===== config.mk =====
export PLATFORM = sky130hd
export DESIGN_NAME = nibble_serial_adder
export DESIGN_NICKNAME = d
export VERILOG_FILES = /design/src/rtl/nibble_serial_adder.sv
export SDC_FILE = /design/constraint.sdc
export NUM_CORES = 1
export LEC_CHECK = 0
export ABC_CLOCK_PERIOD_IN_PS = 9450
export BUFFER_PORTS_ARGS = -buffer_cell sky130_fd_sc_hd__buf_4
export CORE_MARGIN = 10
export CORE_UTILIZATION = 45
export DETAILED_ROUTE_END_ITERATION = 16
export MAX_ROUTING_LAYER = met4
export PLACE_DENSITY = 0.68
export SETUP_SLACK_MARGIN = 0.3
export SLEW_MARGIN = 20
export SYNTH_ARGS = -nofsm -noshare
export SYNTH_HDL_FRONTEND = slang
export SYNTH_SLANG_ARGS = --single-unit

===== constraint.sdc =====
create_clock -name clk -period 9.45 [get_ports clk]
set_clock_uncertainty 0.1 [all_clocks]
set_input_delay 0.4725 -clock clk [delete_from_list [all_inputs] [get_ports clk]]
set_output_delay 0.4725 -clock clk [all_outputs]
set_load 0.01 [all_outputs]

===== src/rtl/nibble_serial_adder.sv =====
// Multi-cycle WIDTH-bit adder: one shared 4-bit carry-select slice, one nibble per clock, LSB first.
// Define NIBBLE_ADDER_SUB_EN to add a 'sub' input that turns the operation into a - b.
module nibble_serial_adder #(
  parameter int WIDTH = 16
) (
  input  logic             clk,
  input  logic             rst_n,
  input  logic             in_valid,
  output logic             in_ready,
  input  logic [WIDTH-1:0] a,
  input  logic [WIDTH-1:0] b,
  input  logic             cin,
`ifdef NIBBLE_ADDER_SUB_EN
  input  logic             sub,
`endif
  output logic             out_valid,
  input  logic             out_ready,
  output logic [WIDTH-1:0] sum,
  output logic             cout
);

  localparam int NIB = WIDTH / 4;
  localparam int IW  = (NIB > 1) ? $clog2(NIB) : 1;
  localparam logic [IW-1:0] LAST = IW'(NIB - 1);

  localparam logic [1:0] IDLE = 2'd0;
  localparam logic [1:0] RUN  = 2'd1;
  localparam logic [1:0] DONE = 2'd2;

  if ((WIDTH % 4) != 0 || WIDTH < 4) begin : g_bad_width
    $error("nibble_serial_adder: WIDTH must be a multiple of 4, >= 4");
  end

  logic [1:0]       state;
  logic [WIDTH-1:0] a_q;
  logic [WIDTH-1:0] b_q;
  logic [WIDTH-1:0] sum_q;
  logic [IW-1:0]    idx;
  logic             carry_q;
  logic             cout_q;
  logic             valid_q;

  logic [WIDTH-1:0] b_in;
  logic             c_in;
  logic [3:0]       nib_a;
  logic [3:0]       nib_b;
  logic [4:0]       r0;
  logic [4:0]       r1;
  logic [4:0]       sel;
  logic [WIDTH-1:0] sum_next;

`ifdef NIBBLE_ADDER_SUB_EN
  // Two's complement subtract: invert B, force the initial carry to 1.
  assign b_in = sub ? ~b : b;
  assign c_in = sub ? 1'b1 : cin;
`else
  assign b_in = b;
  assign c_in = cin;
`endif

  function automatic logic [4:0] ripple(
    input logic [3:0] x,
    input logic [3:0] y,
    input logic       c
  );
    logic [4:0] r;
    logic       k;
    k = c;
    r = '0;
    for (int i = 0; i < 4; i++) begin
      r[i] = x[i] ^ y[i] ^ k;
      k    = (x[i] & y[i]) | (k & (x[i] ^ y[i]));
    end
    r[4] = k;
    return r;
  endfunction

  always_comb begin
    nib_a = '0;
    nib_b = '0;
    for (int i = 0; i < NIB; i++) begin
      if (idx == IW'(i)) begin
        nib_a = a_q[4*i +: 4];
        nib_b = b_q[4*i +: 4];
      end
    end
  end

  // Both chains run every cycle; the stored carry only picks one.
  assign r0  = ripple(nib_a, nib_b, 1'b0);
  assign r1  = ripple(nib_a, nib_b, 1'b1);
  assign sel = carry_q ? r1 : r0;

  always_comb begin
    sum_next = sum_q;
    for (int i = 0; i < NIB; i++) begin
      if (idx == IW'(i)) begin
        sum_next[4*i +: 4] = sel[3:0];
      end
    end
  end

  always_ff @(posedge clk or negedge rst_n) begin
    if (!rst_n) begin
      state   <= IDLE;
      a_q     <= '0;
      b_q     <= '0;
      sum_q   <= '0;
      idx     <= '0;
      carry_q <= 1'b0;
      cout_q  <= 1'b0;
      valid_q <= 1'b0;
    end else begin
      case (state)
        IDLE: begin
          if (in_valid) begin
            a_q     <= a;
            b_q     <= b_in;
            carry_q <= c_in;
            idx     <= '0;
            sum_q   <= '0;
            state   <= RUN;
          end
        end
        RUN: begin
          sum_q   <= sum_next;
          carry_q <= sel[4];
          idx     <= idx + 1'b1;
          if (idx == LAST) begin
            cout_q  <= sel[4];
            valid_q <= 1'b1;
            state   <= DONE;
          end
        end
        DONE: begin
          if (out_ready) begin
            valid_q <= 1'b0;
            state   <= IDLE;
          end
        end
        default: begin
          valid_q <= 1'b0;
          state   <= IDLE;
        end
      endcase
    end
  end

  assign in_ready  = (state == IDLE);
  assign out_valid = valid_q;
  assign sum       = sum_q;
  assign cout      = cout_q;

endmodule


==> results.sh, run 1 <==
export IMPL_area_delta_synth_final_pct=19.56
export IMPL_synth_edf_count=0
export IMPL_setup_tns_ns=0
export IMPL_yosysSeqAreaShare_pct=53.92
export IMPL_grt_overflow_total=0
export IMPL_dr_pass1_iters=4
export IMPL_route_met2_wl_mm=2.643
export IMPL_wl_mm=5.499
export IMPL_avgRoutedWirePerCell_um=16.46
export IMPL_cts_root_buf="clkbuf_8"
export IMPL_syn_cell_area_um2=2552
export IMPL_crit_path_start_kind="flip-flop"
export IMPL_dr_first_iter_drc_count=70
export IMPL_die_width_um=95.32
export IMPL_path_max_fanout=19
export IMPL_timing_final_crit_share_pct=38.76
export IMPL_die_area_um2=9085
export IMPL_grt_pass1_vias=1884
export IMPL_vias=1758
export IMPL_ir_drop_mv=0.1362
export IMPL_antenna_found_initial=0
export IMPL_rsz0062_at_grt="false"
export IMPL_max_freq_mhz=273.0
export IMPL_max_slew_margin_pct=47.87
export IMPL_post_route_min_period_ns=3.663
export IMPL_clk_insertion_delay_late_ns=0.30
export IMPL_crit_path_end_kind="flip-flop"
export IMPL_boundaryPins=56
export IMPL_drive_gt1_share_pct=35.88
export IMPL_syn_nets=258
export IMPL_setup_viol=0
export IMPL_dp_hpwl_mm=4.052
export IMPL_drt_met1_wl_mm=2.520
export IMPL_ys_async_sr_fraction_pct=100.0
export IMPL_hold_viol=0
export IMPL_io_buffers=55
export IMPL_ys_ff_latch=55
export IMPL_place_inst=326
export IMPL_worstMarginPinSlew_ns=0.7819
export IMPL_required_ns=9.55
export IMPL_cts_resized=0
export IMPL_worstPathArrival_ns=3.76
export IMPL_cts_sink_count=55
export IMPL_grt_pass1_wl_mm=9.073
export IMPL_post_route_drc_count=0
export IMPL_cts_clk_slew_worst_paths_ns=0.09
export IMPL_postCtsSetupRepairBufs=0
export IMPL_drtAntennaViolNets=0
export IMPL_coreArea_um2=5507
export IMPL_vias_per_cell=5.263
export IMPL_nets=307
export IMPL_cts_buffer_depth=2
export IMPL_slew_viol_final=0
export IMPL_synth_ff_type="dfrtp_1"
export IMPL_outcome="finished clean"
export IMPL_netlist_cell_type_count=26
export IMPL_avgSynthCellArea_um2=12.04
export IMPL_power_leakage_nw=1.386
export IMPL_gp_congestion=0.7751
export IMPL_ys_warn_count=0
export IMPL_syn_inst=212
export IMPL_worst_setup_path_type="flip-flop to flip-flop"
export IMPL_cts_tree="done"
export IMPL_p_per_area_nw_per_um2=367.1
export IMPL_grt_max_degree=56
export IMPL_antenna_cells=0
export IMPL_holdBufCountCts=0
export IMPL_wl_met3_um=256
export IMPL_fp_row_count=27
export IMPL_routed_top_layer="met4"
export IMPL_cap_violations=0
export IMPL_hold_path_class="primary input to async pin"
export IMPL_fin_cells=334
export IMPL_numCtsBuffers=5
export IMPL_initial_core_util_pct=46.35
export IMPL_htree_levels=2
export IMPL_die_y_um=95.32
export IMPL_gr_usage_all_layers_pct=12.85
per-layer routing:
layer | vias up | global-route usage, %
met3 | 8 | 3.299
met5 | - | -
met2 | 34 | 19.38
met4 | 0 | 4.364
met1 | 863 | 16.41
li1 | 853 | -
power by group:
| part | switching (mW) | internal, mW | total (mW) |
|---|---|---|---|
| combinational | 0.311 | 0.272 | 0.582 |
| clock | 0.0731 | 0.0520 | 0.125 |
| sequential | 0.0693 | 0.344 | 0.413 |
| total | 0.453 | 0.667 | 1.12 |
synthesized netlist by cell type, types with 3 or more instances:
cell type | count | share of area, %
o2bb2ai_1 | 12 | 4.1
nand2_1 | 25 | 3.7
clkbuf_1 | 4 | 0.59
a32o_1 | 4 | 1.6
a22o_1 | 3 | 1.0
buf_2 | 5 | 0.98
fa_1 | 3 | 2.4
buf_6 | 5 | 2.2
a22oi_1 | 7 | 2.1
nor2b_1 | 5 | 1.2
ha_1 | 6 | 2.9
inv_1 | 9 | 1.3
dfrtp_1 | 55 | 54
mux2_2 | 27 | 12
a21oi_1 | 15 | 2.9
o21ai_0 | 14 | 2.7
layout by cell type (no fill, tap or decap), drive strengths merged, types with 7 or more instances in the layout:
cell type / synthesis / layout
dfrtp: 55 / 55
o2bb2ai: 12 / 12
o21ai: 14 / 14
buf: 10 / 56
a22oi: 7 / 7
nand2: 25 / 25
mux2: 27 / 27
a21oi: 16 / 16
inv: 9 / 9
critical path: stages (launching register included):
cell and delay (ns):
dfrtp_1 0.42, inv_1 0.11, ha_1 0.57, a21oi_1 0.08, o21ai_0 0.16, a22oi_1 0.12
ha_1 0.25, nand2_1 0.05, o21ai_0 0.10, fa_1 0.41, fa_1 0.38, inv_1 0.07
fa_1 0.47, a32o_1 0.28
flip-flops by register name (all words and copies together) (netlist names):
name       cells
b_q           16
out_valid      1
cout           1
carry_q        1
state          2
a_q           16
idx            2
sum           16
cell families (layout without fill, tap and decap cells):
kind of cell / count (synthesis) / count (layout) / share of synthesized area, %
AOI/OAI and AO/OA: 63 / 63 / 17.16
DFF: 55 / 55 / 53.92
and+or+nand+nor: 34 / 34 / 6.275
muxes: 27 / 27 / 11.91
buffers and inverters: 23 / 73 / 5.097
adders and majority gates: 9 / 9 / 5.294
xor gates and xnor gates: 1 / 1 / 0.3432
final timing paths:
kind / slack (ns) / cells after the start / start / end
hold reg to reg: 0.40 / 1 / sum[4] / sum[4]
min in group clk: 0.28 / 3 / b[8] / b_q[8]
setup / recovery: 5.79 / 13 / idx[0] / sum[15]
hold / removal: 0.09 / 1 / rst_n / state[0]
max in group asynchronous: 8.69 / 1 / rst_n / a_q[10]
setup reg to reg: 5.79 / 13 / idx[0] / sum[15]
area by class of cell:
class                           count  area, um2
Timing Repair Buffer               56      420.4
Clock inverter                      2      12.51
Inverter                            9      33.78
Sequential cell                    55       1376
Fill cell                         511       2455
Clock buffer                        6      72.57
Tap cell                           72      90.09
Multi-Input combinational cell    134       1046
per-stage QoR:
step	total power [mW]	hold slack [ns]	util, %	instance area, um2	setup WS [ns]
2_1_floorplan	0.8383	0.07691	-	2552	6.176
3_3_place_gp	0.9875	0.3798	53.87	2967	5.977
3_5_place_dp	1.007	0.3783	53.87	2967	5.795
4_1_cts	1.134	0.1324	55.42	3052	5.778
5_1_grt	1.220	0.1485	55.42	3052	5.530
6_report	1.120	0.09110	55.42	3052	5.787
Note: power is estimated with default switching activity, not from simulation.
==> run 2, diff against run 1 <==
Settings changed: ABC_AREA from default to 1, ABC_CLOCK_PERIOD_IN_PS 9450 to 3200, PLACE_DENSITY 0.68 to 0.7.
Clock period 9.45 ns to 3.2 ns, I/O delays scaled along.
==> run 2 against run 1 <==
Worst setup slack got worse by 5.6 ns. Core utilization rose by 9.2 points. Cell count rose by 56%. Synthesized cell count rose by 64%. Register-to-register slack got worse by 5.6 ns. Maximum frequency rose by 24%. Critical endpoint is now sum[3]. First-iteration DRC count rose by 130%. Die area rose by 4.5%. Flip-flop and latch count did not move. Synthesized area rose by 5.7%. Clock power rose to 3.4 times the previous value.
==> results.sh, run 2 <==
export IMPL_place_ws_ns=0.07830
export IMPL_ys_async_sr_fraction_pct=100.0
export IMPL_grt_overflow_total=0
export IMPL_synth_edf_count=0
export IMPL_setup_tns_ns=0
export IMPL_crit_path_end_kind="flip-flop"
export IMPL_final_core_utilization_pct=64.63
export IMPL_worstMarginPinSlew_ns=0.6958
export IMPL_holdPathStages=4
export IMPL_power_leakage_nw=2.036
export IMPL_clk_insertion_delay_late_ns=0.31
export IMPL_numCtsBuffers=5
export IMPL_cp_endpoint="sum[3]"
export IMPL_reg2regPathDepth=18
export IMPL_setup_viol=0
export IMPL_path_max_fanout=5
export IMPL_mostFrequentLayoutCells="nand2_1 (177), buf_4 (68), dfrtp_1 (53), dlygate4sd3_1 (34), inv_1 (18)"
export IMPL_worst_setup_path_type="flip-flop to flip-flop"
export IMPL_ir_drop_mv=0.4426
export IMPL_coreArea_um2=5886
export IMPL_finalPower_mw=3.793
export IMPL_yosysSeqAreaShare_pct=51.00
export IMPL_avgRoutedWirePerCell_um=13.76
export IMPL_layout_commonest_cell="nand2_1"
export IMPL_synth_ff_type="dfrtp_1"
export IMPL_rsz0062_at_grt="true"
export IMPL_synth_xor_area_share_pct=0
export IMPL_seq_area_um2=1379
export IMPL_regToRegEndpoint="sum[3]"
export IMPL_p_per_area_nw_per_um2=997.3
export IMPL_ys_ff_latch=55
export IMPL_synthSimpleGateAreaFrac_pct=31.99
export IMPL_multi_input_area_um2=1256
export IMPL_hold_viol=0
export IMPL_netlist_top_cells_area="dfrtp_1 (51%), nand2_1 (25%), inv_1 (3.1%), ha_1 (2.8%), a21oi_1 (2.6%)"
export IMPL_initial_core_util_pct=45.85
export IMPL_synth_most_common_cell="nand2_1"
export IMPL_synth_compound_area_share_pct=5.563
export IMPL_drtAntennaViolNets=0
export IMPL_syn_cell_area_um2=2699
export IMPL_cts_root_buf="clkbuf_8"
export IMPL_fill_cells=504
export IMPL_reg2reg_from="idx[1]"
export IMPL_netlist_cell_type_count=22
export IMPL_yosysTopAreaCell="dfrtp_1"
export IMPL_crit_path_start_kind="flip-flop"
export IMPL_required_ns=3.31
export IMPL_cp_depth=18
export IMPL_nets=491
export IMPL_die_y_um=97.45
export IMPL_grt_pass1_wl_mm=12.24
export IMPL_syn_inst=347
export IMPL_critPathMaxStageDelay_ns=0.47
export IMPL_cap_violations=0
export IMPL_path_buf_inv=4
export IMPL_wl_mm=7.170
export IMPL_dp_hpwl_mm=4.852
export IMPL_grt_max_degree=56
export IMPL_avgSynthCellArea_um2=7.778
export IMPL_gr_usage_all_layers_pct=15.52
export IMPL_cts_buffer_depth=2
export IMPL_syn_nets=393
export IMPL_hold_path_class="primary input to flip-flop"
export IMPL_max_freq_mhz=337.2
export IMPL_synth_top_family_by_area="simple AND/OR/NAND/NOR gates"
export IMPL_dr_pass1_iters=4
export IMPL_grt_pass1_vias=2622
export IMPL_die_width_um=97.45
export IMPL_cts_sink_count=55
export IMPL_vias=2526
export IMPL_area_delta_synth_final_pct=40.94
export IMPL_post_route_drc_count=0
export IMPL_path_delay_family="adder cells"
export IMPL_rrSetupSlack_ns=0.23
export IMPL_yosysTopAreaCellShare_pct=51.00
export IMPL_startpoint="idx[1]"
export IMPL_dr_first_iter_drc_count=162
export IMPL_drive_gt1_share_pct=24.89
export IMPL_setup_slack_ns=0.2344
export IMPL_vias_per_cell=4.848
export IMPL_crit_chain="inv_4 > ha_4 > clkinv_4 > nand2_4 > nand3_4 > nand2_2 > nand2_2 > ha_2 > nand2_2 > o21ai_2 > fa_2 > fa_2 > inv_2 > fa_1 > inv_2 > nor2_4 > nand2_1 > nand2_1"
export IMPL_holdWs_ns=0.02533
export IMPL_die_area_um2=9496
export IMPL_antenna_found_initial=0
export IMPL_gp_congestion=0.9960
export IMPL_antenna_cells=0
export IMPL_cts_clk_slew_worst_paths_ns=0.09
export IMPL_post_route_min_period_ns=2.966
export IMPL_path_common_cell="nand2_2"
export IMPL_synthAdderAreaFrac_pct=5.007
export IMPL_outcome="finished clean"
export IMPL_io_buffers=55
export IMPL_fp_row_count=28
export IMPL_synthTopCellsByCount="nand2_1 (182), dfrtp_1 (55), inv_1 (22)"
export IMPL_worstPathArrival_ns=3.07
export IMPL_max_slew_margin_pct=53.61
export IMPL_htree_levels=2
export IMPL_timing_final_crit_share_pct=92.68
export IMPL_synthMuxAreaShare_pct=0
export IMPL_slew_viol_final=0
export IMPL_worstHoldStart="out_ready"
export IMPL_crit_slowest_cell="dfrtp_2"
export IMPL_boundaryPins=56
export IMPL_ys_warn_count=0
export IMPL_cts_tree="done"
[run 2: per-stage QoR]
step | area [um2] | std cells
final | 3804 | 521
after global routing | 3804 | 521
after CTS | 3742 | 518
after detailed placement | 3169 | 467
after global placement | 3169 | 467
after floorplan | 2749 | 347
[run 2: cell families (layout without fill, tap and decap cells)]
group / after synthesis / after routing
buf+inv: 37 / 136
simple gates: 217 / 217
flops: 55 / 55
fa+ha+maj: 9 / 9
compound gates: 29 / 29
[run 2: layer usage]
metal / up-vias / track usage [%] / wire (um)
li1: 1258 / - / -
met3: 17 / 3.627 / 373
met5: - / - / 0
met4: 0 / 4.810 / 160
met2: 83 / 25.70 / 3518
met1: 1168 / 18.26 / 3117
[run 2: cell type report]
| type | instances | share of cell area (%) |
|---|---|---|
| inverter | 25 | 2.862 |
| multi-input combinational | 255 | 33.03 |
| tap | 75 | 2.467 |
| clock buffer | 7 | 2.533 |
| timing repair buffer | 103 | 22.66 |
| sequential | 55 | 36.25 |
| clock inverter | 1 | 0.1974 |
[run 2: tightest hold or removal path: cells and delay by family]
kind,cells,cell delay [ns]
buffers and inverters,2,0.11
AND/OR/NAND/NOR,2,0.13
[run 2: worst min path at each step]
stage / end / slack (ns)
after floorplan: a_q[0] / -0.24
after global placement: sum[6] / 0.15
after detailed placement: sum[6] / 0.15
after CTS: state[1] / 0.03
after global routing: state[1] / 0.07
final: state[1] / 0.03
[run 2: report_power, final]
part	switching (mW)	leakage [nW]	internal, mW
Sequential	0.226	0.694	1.00
Combinational	1.26	1.29	0.877
Clock	0.227	0.0505	0.197
Total	1.72	2.04	2.08
[run 2: what timing repair did]
action                                  in CTS  in global routing
pin swaps                                    6                  5
hold buffers                                34                  0
gates resized for setup                     14                 12
buffers inserted                             9                  3
endpoints found under the setup margin      10                  8
endpoints found under the hold margin       88                  0
==> run 3, diff against run 2 <==
Settings changed: GPL_TIMING_DRIVEN from default to 0.
==> run 3 against run 2 <==
Worst setup slack got worse by 0.081 ns. Sequential share of layout area decreased by 0.83 points. Cell area up 2.3%. Clock power fell by 2%. Count of clock-buffer cells in the layout is 1 higher. Critical path depth grew 1. First-iteration DRC count shrank 36%. Routed wire length down 0.56%. Cell count up 1.3%. Via count is 1.1% lower. Critical endpoint unchanged. Largest cell class unchanged. Largest power group unchanged.
==> results.sh, run 3 (synthesized netlist as in run 2, its figures left out) <==
export IMPL_place_inst=477
export IMPL_hold_viol=0
export IMPL_die_width_um=97.45
export IMPL_cts_tree="done"
export IMPL_antenna_cells=0
export IMPL_cts_clk_slew_worst_paths_ns=0.09
export IMPL_p_switching_mw=1.752
export IMPL_reg2regPathDepth=19
export IMPL_mostFrequentLayoutCells="nand2_1 (179), buf_4 (65), dfrtp_1 (53), dlygate4sd3_1 (34), inv_1 (18)"
export IMPL_nets=498
export IMPL_ir_drop_mv=0.4241
export IMPL_drive_gt1_share_pct=25.61
export IMPL_cts_root_buf="clkbuf_8"
export IMPL_final_area_um2=3892
export IMPL_max_freq_mhz=328.2
export IMPL_startpoint="idx[1]"
export IMPL_avgRoutedWirePerCell_um=13.50
export IMPL_cap_violations=0
export IMPL_p_int_mw=2.136
export IMPL_vias=2497
export IMPL_vias_per_cell=4.729
export IMPL_die_y_um=97.45
export IMPL_dr_pass1_iters=4
export IMPL_gp_congestion=0.8619
export IMPL_power_share_switching_pct=45.06
export IMPL_layout_commonest_cell="nand2_1"
export IMPL_grt_overflow_total=0
export IMPL_setup_viol=0
export IMPL_htree_levels=2
export IMPL_crit_path_start_kind="flip-flop"
export IMPL_reg2reg_from="idx[1]"
export IMPL_outcome="finished clean"
export IMPL_p_per_area_nw_per_um2=998.8
export IMPL_rsz0062_at_grt="true"
export IMPL_worstMarginPinSlew_ns=0.6858
export IMPL_initial_core_util_pct=45.85
export IMPL_worstPathArrival_ns=3.16
export IMPL_coreArea_um2=5886
export IMPL_grt_max_degree=56
export IMPL_worst_setup_path_type="flip-flop to flip-flop"
export IMPL_rrSetupSlack_ns=0.15
export IMPL_grt_pass1_wl_mm=12.27
export IMPL_cp_endpoint="sum[3]"
export IMPL_area_delta_synth_final_pct=44.23
export IMPL_antenna_found_initial=0
export IMPL_post_route_min_period_ns=3.047
export IMPL_boundaryPins=56
export IMPL_dr_first_iter_drc_count=103
export IMPL_p_clk_share_pct=10.7
export IMPL_slew_viol_final=0
export IMPL_required_ns=3.31
export IMPL_cts_buffer_depth=2
export IMPL_place_area_um2=3256
export IMPL_dp_hpwl_mm=4.841
export IMPL_grt_pass1_vias=2639
export IMPL_fill_cells=506
export IMPL_io_buffers=55
export IMPL_crit_path_end_kind="flip-flop"
export IMPL_power_frac_comb_pct=58.5
export IMPL_timing_final_crit_share_pct=95.22
export IMPL_power_leakage_nw=2.085
export IMPL_numCtsBuffers=5
export IMPL_hold_path_class="primary input to flip-flop"
export IMPL_max_slew_margin_pct=54.28
export IMPL_fin_cells=528
export IMPL_cts_sink_count=55
export IMPL_gr_usage_all_layers_pct=15.57
export IMPL_clk_insertion_delay_late_ns=0.31
export IMPL_post_route_drc_count=0
export IMPL_fp_row_count=28
export IMPL_setup_tns_ns=0
export IMPL_path_max_fanout=8
export IMPL_drtAntennaViolNets=0
export IMPL_regToRegEndpoint="sum[3]"
export IMPL_seqPwrFrac_pct=30.8
export IMPL_die_area_um2=9496
export IMPL_wl_mm=7.130
[run 3: worst min path at each step]
stage,startpoint,end,slack (ns),depth (start not counted)
2_1_floorplan,rst_n,a_q[0],-0.24,0
3_3_place_gp,rst_n,sum[6],0.15,1
3_5_place_dp,rst_n,sum[6],0.16,1
4_1_cts,out_ready,state[1],0.02,4
5_1_grt,out_ready,state[1],0.07,4
6_report,out_ready,state[1],0.02,4
[run 3: what timing repair did]
| item | in CTS | in global routing |
|---|---|---|
| endpoints found under the hold margin | 88 | 0 |
| setup buffers | 9 | 0 |
| hold buffers | 34 | 0 |
| gates resized for setup | 26 | 5 |
| endpoints found under the setup margin | 10 | 10 |
| pin swaps | 11 | 2 |
[run 3: final cells by class]
cell class              count  area, um2  share of cell area (%)
flip-flops and latches     55       1379                   35.42
multi-input cells         255       1264                   32.47
repair buffers             98      820.8                   21.09
inverters                  25      123.9                   3.182
plain buffers              12      111.4                   2.861
clock buffers               8      100.1                   2.572
well taps                  75      93.84                   2.411
[run 3: metrics by stage]
step / total power [mW] / setup slack (ns) / hold WS [ns] / utilization (%)
3_3_place_gp: 3.110 / 0.02376 / 0.1479 / 55.31
3_5_place_dp: 3.149 / 0.001686 / 0.1569 / 55.31
2_1_floorplan: 2.543 / 0.2874 / -0.2356 / -
6_report: 3.888 / 0.1531 / 0.01908 / 66.14
5_1_grt: 4.275 / 0.01792 / 0.06925 / 66.14
4_1_cts: 3.847 / 0.1822 / 0.01678 / 65.77
[run 3: per-layer routing]
layer  share of wire (%)  wire, um  global-route usage (%)
met1                  44      3112                   18.17
met5                   0         0                       -
met4                0.77        55                   3.579
met2                  51      3657                   26.72
met3                 4.3       305                   3.343
[run 3: power groups by stage]
stage	combinational (mW)	clock [mW]	sequential (mW)
2_1_floorplan	1.37	0	1.17
3_3_place_gp	1.93	0	1.18
3_5_place_dp	1.96	0	1.19
4_1_cts	2.22	0.426	1.20
5_1_grt	2.59	0.446	1.23
6_report	2.27	0.415	1.20
[run 3: critical path: stages (launching register included)]
cell and delay (ns):
dfrtp_2 0.48, inv_4 0.10, ha_4 0.13, buf_8 0.14, clkinv_8 0.06, nand2_4 0.07, nand3_4 0.06, nand2_1 0.06
nand2_1 0.05, ha_2 0.16, nand2_2 0.05, o21ai_2 0.06, fa_2 0.34, fa_2 0.34, inv_2 0.07, fa_1 0.41
inv_2 0.09, nor2_4 0.05, nand2_1 0.07, nand2_1 0.05
